**src/rtl/uart_boot_loader.sv**
```systemverilog
// UART boot loader: receives a program over an 8N1 serial line and writes it
// into the core's RAM as 32-bit words while holding the core in reset.
//
// Protocol (host to loader): ONBYTE, N[7:0], N[15:8], 4*N data bytes
// (little-endian words), then the XOR of all data bytes.
//
// Ports:
//   Clk        system clock
//   Rst        synchronous active-high reset
//   RX         asynchronous UART receive line, idle high
//   mem_we     one-cycle RAM write strobe
//   mem_addr   word address of the write
//   mem_wdata  32-bit write data
//   core_rst   holds the core in reset while high
//   boot_done  one-cycle pulse on a successful load
//   boot_err   sticky error flag, cleared by the next ONBYTE
module uart_boot_loader #(
   parameter int unsigned CLK_DIV  = 434,
   parameter logic [7:0]  ONBYTE   = 8'hAA,
   parameter int unsigned MEM_SIZE = 8192,
   parameter int unsigned ADDR_W   = $clog2(MEM_SIZE / 4)
) (
   input  logic              Clk,
   input  logic              Rst,
   input  logic              RX,
   output logic              mem_we,
   output logic [ADDR_W-1:0] mem_addr,
   output logic [31:0]       mem_wdata,
   output logic              core_rst,
   output logic              boot_done,
   output logic              boot_err
);

   localparam int unsigned WORDS = MEM_SIZE / 4;
   localparam int unsigned CNT_W = $clog2(CLK_DIV);

   localparam logic [CNT_W-1:0] HalfCnt = CNT_W'(CLK_DIV / 2 - 1);
   localparam logic [CNT_W-1:0] FullCnt = CNT_W'(CLK_DIV - 1);

   // Receiver states
   localparam logic [1:0] RxIdle  = 2'd0;
   localparam logic [1:0] RxStart = 2'd1;
   localparam logic [1:0] RxData  = 2'd2;
   localparam logic [1:0] RxStop  = 2'd3;

   // Protocol states
   localparam logic [2:0] StIdle  = 3'd0;
   localparam logic [2:0] StLenLo = 3'd1;
   localparam logic [2:0] StLenHi = 3'd2;
   localparam logic [2:0] StData  = 3'd3;
   localparam logic [2:0] StCsum  = 3'd4;
   localparam logic [2:0] StErr   = 3'd5;

   // ---------------------------------------------------------------------
   // UART receiver
   // ---------------------------------------------------------------------
   logic             rx_meta_q, rx_sync_q, rx_prev_q;
   logic [1:0]       rx_st_q, rx_st_d;
   logic [CNT_W-1:0] rx_cnt_q, rx_cnt_d;
   logic [2:0]       rx_bit_q, rx_bit_d;
   logic [7:0]       rx_shift_q, rx_shift_d;
   logic             byte_valid_q, byte_valid_d;
   logic             frame_err_q, frame_err_d;

   always_comb begin
      rx_st_d      = rx_st_q;
      rx_cnt_d     = rx_cnt_q;
      rx_bit_d     = rx_bit_q;
      rx_shift_d   = rx_shift_q;
      byte_valid_d = 1'b0;
      frame_err_d  = 1'b0;
      case (rx_st_q)
         RxIdle: begin
            // Falling edge only, so a line stuck low after a framing error
            // does not retrigger.
            if (rx_prev_q && !rx_sync_q) begin
               rx_st_d  = RxStart;
               rx_cnt_d = HalfCnt;
            end
         end
         RxStart: begin
            if (rx_cnt_q == '0) begin
               if (rx_sync_q) begin
                  rx_st_d = RxIdle;  // glitch
               end else begin
                  rx_st_d  = RxData;
                  rx_cnt_d = FullCnt;
                  rx_bit_d = 3'd0;
               end
            end else begin
               rx_cnt_d = rx_cnt_q - CNT_W'(1);
            end
         end
         RxData: begin
            if (rx_cnt_q == '0) begin
               rx_shift_d = {rx_sync_q, rx_shift_q[7:1]};
               rx_cnt_d   = FullCnt;
               if (rx_bit_q == 3'd7) rx_st_d = RxStop;
               else                  rx_bit_d = rx_bit_q + 3'd1;
            end else begin
               rx_cnt_d = rx_cnt_q - CNT_W'(1);
            end
         end
         default: begin  // RxStop
            if (rx_cnt_q == '0) begin
               if (rx_sync_q) byte_valid_d = 1'b1;
               else           frame_err_d  = 1'b1;
               rx_st_d = RxIdle;
            end else begin
               rx_cnt_d = rx_cnt_q - CNT_W'(1);
            end
         end
      endcase
   end

   always_ff @(posedge Clk) begin
      if (Rst) begin
         rx_meta_q    <= 1'b1;
         rx_sync_q    <= 1'b1;
         rx_prev_q    <= 1'b1;
         rx_st_q      <= RxIdle;
         rx_cnt_q     <= '0;
         rx_bit_q     <= 3'd0;
         rx_shift_q   <= 8'd0;
         byte_valid_q <= 1'b0;
         frame_err_q  <= 1'b0;
      end else begin
         rx_meta_q    <= RX;
         rx_sync_q    <= rx_meta_q;
         rx_prev_q    <= rx_sync_q;
         rx_st_q      <= rx_st_d;
         rx_cnt_q     <= rx_cnt_d;
         rx_bit_q     <= rx_bit_d;
         rx_shift_q   <= rx_shift_d;
         byte_valid_q <= byte_valid_d;
         frame_err_q  <= frame_err_d;
      end
   end

   // ---------------------------------------------------------------------
   // Load protocol FSM
   // ---------------------------------------------------------------------
   logic [2:0]        state_q, state_d;
   logic [15:0]       len_q, len_d;
   logic [ADDR_W-1:0] widx_q, widx_d;
   logic [1:0]        bcnt_q, bcnt_d;
   logic [31:0]       word_q, word_d;
   logic [7:0]        csum_q, csum_d;
   logic              mem_we_d, core_rst_d, boot_done_d, boot_err_d;
   logic [ADDR_W-1:0] mem_addr_d;
   logic [31:0]       mem_wdata_d;

   logic [15:0] len_full;
   logic [31:0] word_next;
   logic        last_word;

   assign len_full  = {rx_shift_q, len_q[7:0]};
   assign word_next = {rx_shift_q, word_q[31:8]};
   assign last_word = (32'(widx_q) + 32'd1) == 32'(len_q);

   always_comb begin
      state_d     = state_q;
      len_d       = len_q;
      widx_d      = widx_q;
      bcnt_d      = bcnt_q;
      word_d      = word_q;
      csum_d      = csum_q;
      mem_we_d    = 1'b0;
      mem_addr_d  = mem_addr;
      mem_wdata_d = mem_wdata;
      core_rst_d  = core_rst;
      boot_done_d = 1'b0;
      boot_err_d  = boot_err;
      case (state_q)
         StIdle: begin
            if (byte_valid_q && rx_shift_q == ONBYTE) begin
               core_rst_d = 1'b1;
               boot_err_d = 1'b0;
               csum_d     = 8'd0;
               widx_d     = '0;
               bcnt_d     = 2'd0;
               state_d    = StLenLo;
            end
         end
         StLenLo: begin
            if (byte_valid_q) begin
               len_d[7:0] = rx_shift_q;
               state_d    = StLenHi;
            end
         end
         StLenHi: begin
            if (byte_valid_q) begin
               len_d = len_full;
               if (32'(len_full) > WORDS) state_d = StErr;
               else if (len_full == 16'd0) state_d = StCsum;
               else                        state_d = StData;
            end
         end
         StData: begin
            if (byte_valid_q) begin
               word_d = word_next;
               csum_d = csum_q ^ rx_shift_q;
               bcnt_d = bcnt_q + 2'd1;
               if (bcnt_q == 2'd3) begin
                  mem_we_d    = 1'b1;
                  mem_addr_d  = widx_q;
                  mem_wdata_d = word_next;
                  widx_d      = widx_q + ADDR_W'(1);
                  if (last_word) state_d = StCsum;
               end
            end
         end
         StCsum: begin
            if (byte_valid_q) begin
               if (rx_shift_q == csum_q) begin
                  boot_done_d = 1'b1;
                  core_rst_d  = 1'b0;
                  state_d     = StIdle;
               end else begin
                  state_d = StErr;
               end
            end
         end
         default: begin  // StErr: core stays in reset until a clean load
            boot_err_d = 1'b1;
            state_d    = StIdle;
         end
      endcase
      if (frame_err_q && state_q != StIdle && state_q != StErr) state_d = StErr;
   end

   always_ff @(posedge Clk) begin
      if (Rst) begin
         state_q   <= StIdle;
         len_q     <= 16'd0;
         widx_q    <= '0;
         bcnt_q    <= 2'd0;
         word_q    <= 32'd0;
         csum_q    <= 8'd0;
         mem_we    <= 1'b0;
         mem_addr  <= '0;
         mem_wdata <= 32'd0;
         core_rst  <= 1'b0;
         boot_done <= 1'b0;
         boot_err  <= 1'b0;
      end else begin
         state_q   <= state_d;
         len_q     <= len_d;
         widx_q    <= widx_d;
         bcnt_q    <= bcnt_d;
         word_q    <= word_d;
         csum_q    <= csum_d;
         mem_we    <= mem_we_d;
         mem_addr  <= mem_addr_d;
         mem_wdata <= mem_wdata_d;
         core_rst  <= core_rst_d;
         boot_done <= boot_done_d;
         boot_err  <= boot_err_d;
      end
   end

endmodule

```
**config.mk**
```make
export PLATFORM = sky130hd
export DESIGN_NAME = uart_boot_loader
export DESIGN_NICKNAME = d
export VERILOG_FILES = /design/src/rtl/uart_boot_loader.sv
export SDC_FILE = /design/constraint.sdc
export NUM_CORES = 1
export LEC_CHECK = 0
export CORE_MARGIN = 2
export CORE_UTILIZATION = 38
export DETAILED_ROUTE_END_ITERATION = 10
export HOLD_SLACK_MARGIN = 0.1
export PLACE_DENSITY_LB_ADDON = 0.08
export SLEW_MARGIN = 20
export SYNTH_ARGS = -nofsm -noshare
export SYNTH_HDL_FRONTEND = slang
export SYNTH_SLANG_ARGS = --single-unit
```
**constraint.sdc**
```tcl
create_clock -name Clk -period 3 [get_ports Clk]
set_input_delay 0.6 -clock Clk [delete_from_list [all_inputs] [get_ports Clk]]
set_output_delay 0.6 -clock Clk [all_outputs]
set_load 0.01 [all_outputs]
```
==> impl_metrics.toml <==
[run_status]
run_status = "completed"

[final_layout]
fill_cells = 1571
final_cell_mix = "nand2_1 (195), dfxtp_1 (138), a21oi_1 (129), nor2_1 (58), clkdlybuf4s50_1 (48)"
num_antenna_cells = 0
fin_cells = 1030
layout_commonest_cell = "nand2_1"
area_growth_pct = 20.3
nNetsFinal = 818
layout-drive-gt1-share_pct = 8.55

[synthesis]
avgSynthCellArea_um2 = 7.70
synth-async-reset-ratio_pct = 0
synth_seq_cells = 138
ys_seq_area_share_pct = 46.1
synth_edf_count = 0
mappedNetlistArea_um2 = 6000
synthDistinctLibCells = 58
ys_warn_count = 0
yosys.area.top_type = "dfxtp_1"
synthCells = 779
synth_nets = 791
synthTopCellsByArea = "dfxtp_1 (46%), nand2_1 (12%), a21oi_1 (11%), nor2_1 (3.6%), o21ai_0 (3.2%)"
synth_ff_type = "dfxtp_1"
synth.top_cell.area_share_pct = 46.1

[route]
drt_pass1_iterations = 4
final_antenna_net_count = 0
viasPerCell = 5.15
drc = 0
wirelength_um = 15300
wl_per_cell_um = 14.8
route.vias.total = 5307
drt-initial-drc-count = 406

[timing]
fmax_mhz = 384
fin_setup_tns_ns = 0
drv_slew = 0
hold_ws_ns = 0.415
skew_ns = 0.00926
finalHoldViolCount = 0
setup_viol = 0
final.min_clock_period_ns = 2.60
relSlewSlack_pct = 25.5
rsz0062_at_grt = "false"
max_slew.worst_pin.slew_ns = 1.12
fin_ws_ns = 0.396
post-route-period-util_pct = 86.8

[critical_path]
cp.arrival_ns = 2.87
crit_chain = "ha_1, nand3_1, nor2_2, and4_1, xnor2_1, o31a_1, nor4_1, a311oi_1"
required_ns = 3.27
timing.critical_path.to = "state_q[0]$_SDFFE_PP0P_"
slowest_delay_ns = 0.50
reg2reg_setup_slack_ns = 0.40
reg2regPathDepth = 8
slowest_stage = "dfxtp_1"
crit_start = "widx_q[0]$_SDFFE_PP0P_"
crit_type = "reg -> reg"
reg2reg_from = "widx_q[0]$_SDFFE_PP0P_"
critPathMaxFanout = 8
timing.rr.end = "state_q[0]$_SDFFE_PP0P_"
crit_path_start_kind = "flop"
worstSetupEndpointType = "flop"

[power]
ir_drop_mv = 0.414
cellPowerDensity_nw_per_um2 = 625
p_leak_nw = 2.51

[cts]
ctsHtreeMaxLevel = 4
path_clk_slew_ns = 0.06
tritoncts = "yes"
cts_setup_buffers = 0
cts_root_buf = "clkbuf_16"
cts_hold_buf = 0
cts_resized = 0
clock_latency_ns = 0.43
clockBufferDepth = 2
clock_sinks = 138
cts_inserted_buffers = 17

[global_routing]
use_met3_pct = 5.45
busiest_layer = "met2"
overflow = 0
antenna_found_initial = 0
grt_pass1_vias = 5078
grt_max_degree = 75
met1_usage_pct = 24.6
grt_pass1_wl_um = 25500
grt_use_total_pct = 19.3
met2_usage_pct = 32.0

[floorplanning]
die_x_um = 130
die_area_um2 = 16800
io_pins = 50
initial_core_util_pct = 39.2
core_area_um2 = 15300
die_height_um = 130
rows = 45

[placed_design]
dp_hpwl_um = 10100
dp.cells = 998
gp_congestion = 0.864
pre_cts_slack_ns = 0.414
portBuffers = 49

[min_path]
holdCritPathClass = "reg -> reg"

[job]
maxCapViolations = 0
==> where the power goes <==
group / switching (W) / internal (W)
Clock: 0.000896 / 0.00109
Combinational: 0.000370 / 0.000237
Sequential: 0.0000486 / 0.00187
==> Yosys cell counts, types with 9 or more instances <==
cell type    n
a21oi_1    129
clkbuf_1    44
dfxtp_1    138
ha_1         9
inv_1       10
nand2_1    195
nand3_1     19
nor2_1      58
nor4_1       9
o21ai_0     38
or2_2       14
xnor2_1     14
xor2_1      12
==> sequential cells by signal, summed over array words and instances, names as in the netlist, 2 cells and up <==
name	count
rx_shift_q	8
word_q	24
csum_q	8
rx_bit_q	3
rx_st_q	2
rx_cnt_q	9
len_q	16
state_q	3
bcnt_q	2
mem_wdata	32
widx_q	11
mem_addr	11
==> cell type report <==
cell class	count	area (um^2)	area share [%]
multi-input cells	576	2980	41.3
repair buffers	63	606	8.39
well taps	211	264	3.66
clock buffers	17	425	5.89
clock inverters	15	139	1.92
inverters	10	37.5	0.520
flip-flops and latches	138	2760	38.3
==> how the worst min path moves through the flow <==
| stage | from | endpoint | slack [ns] | cells past startpoint |
|---|---|---|---|---|
| 6_report | rx_meta_q$_SDFF_PP1_ | rx_sync_q$_SDFF_PP1_ | 0.42 | 1 |
| 5_1_grt | rx_meta_q$_SDFF_PP1_ | rx_sync_q$_SDFF_PP1_ | 0.44 | 1 |
| 4_1_cts | rx_meta_q$_SDFF_PP1_ | rx_sync_q$_SDFF_PP1_ | 0.42 | 1 |
| 3_5_place_dp | rx_meta_q$_SDFF_PP1_ | rx_sync_q$_SDFF_PP1_ | 0.40 | 1 |
| 3_3_place_gp | rx_meta_q$_SDFF_PP1_ | rx_sync_q$_SDFF_PP1_ | 0.40 | 1 |
| 2_1_floorplan | rx_meta_q$_SDFF_PP1_ | rx_sync_q$_SDFF_PP1_ | 0.39 | 1 |
==> cell families after synthesis <==
family                   Yosys count  share of synthesized area (%)
buffers and inverters             65                           4.21
multiplexers                       3                          0.521
flip-flops                       138                           46.1
adder cells (fa/ha/maj)            9                           1.88
XOR/XNOR                          26                           3.80
AO/OA/AOI/OAI                    194                           17.7
AND/OR/NAND/NOR                  344                           25.8
==> worst max-delay path, delay by kind of cell, from the launching register on <==
family                     cells  cell delay, ns
and+or+nand+nor                4            1.05
xor gates and xnor gates       1            0.09
DFF                            1            0.50
adders and majority gates      1            0.34
AOI/OAI and AO/OA              2            0.47
==> per-stage QoR <==
step / instance area [um^2] / total power (W) / util (%)
5_1_grt: 7220 / 0.00472 / 47.1
2_1_floorplan: 6000 / 0.00242 / -
3_3_place_gp: 6650 / 0.00254 / 43.4
4_1_cts: 7220 / 0.00456 / 47.1
3_5_place_dp: 6650 / 0.00256 / 43.4
6_report: 7220 / 0.00451 / 47.1
==> metal layers <==
| layer | wire length (um) | vias to the layer above | share of wire [%] |
|---|---|---|---|
| met4 | 181 | 0 | 1.2 |
| li1 | - | 2680 | - |
| met1 | 7190 | 2523 | 47 |
| met3 | 489 | 13 | 3.2 |
| met5 | 0 | - | 0 |
| met2 | 7420 | 91 | 49 |
(Power assumes the default switching activity.)
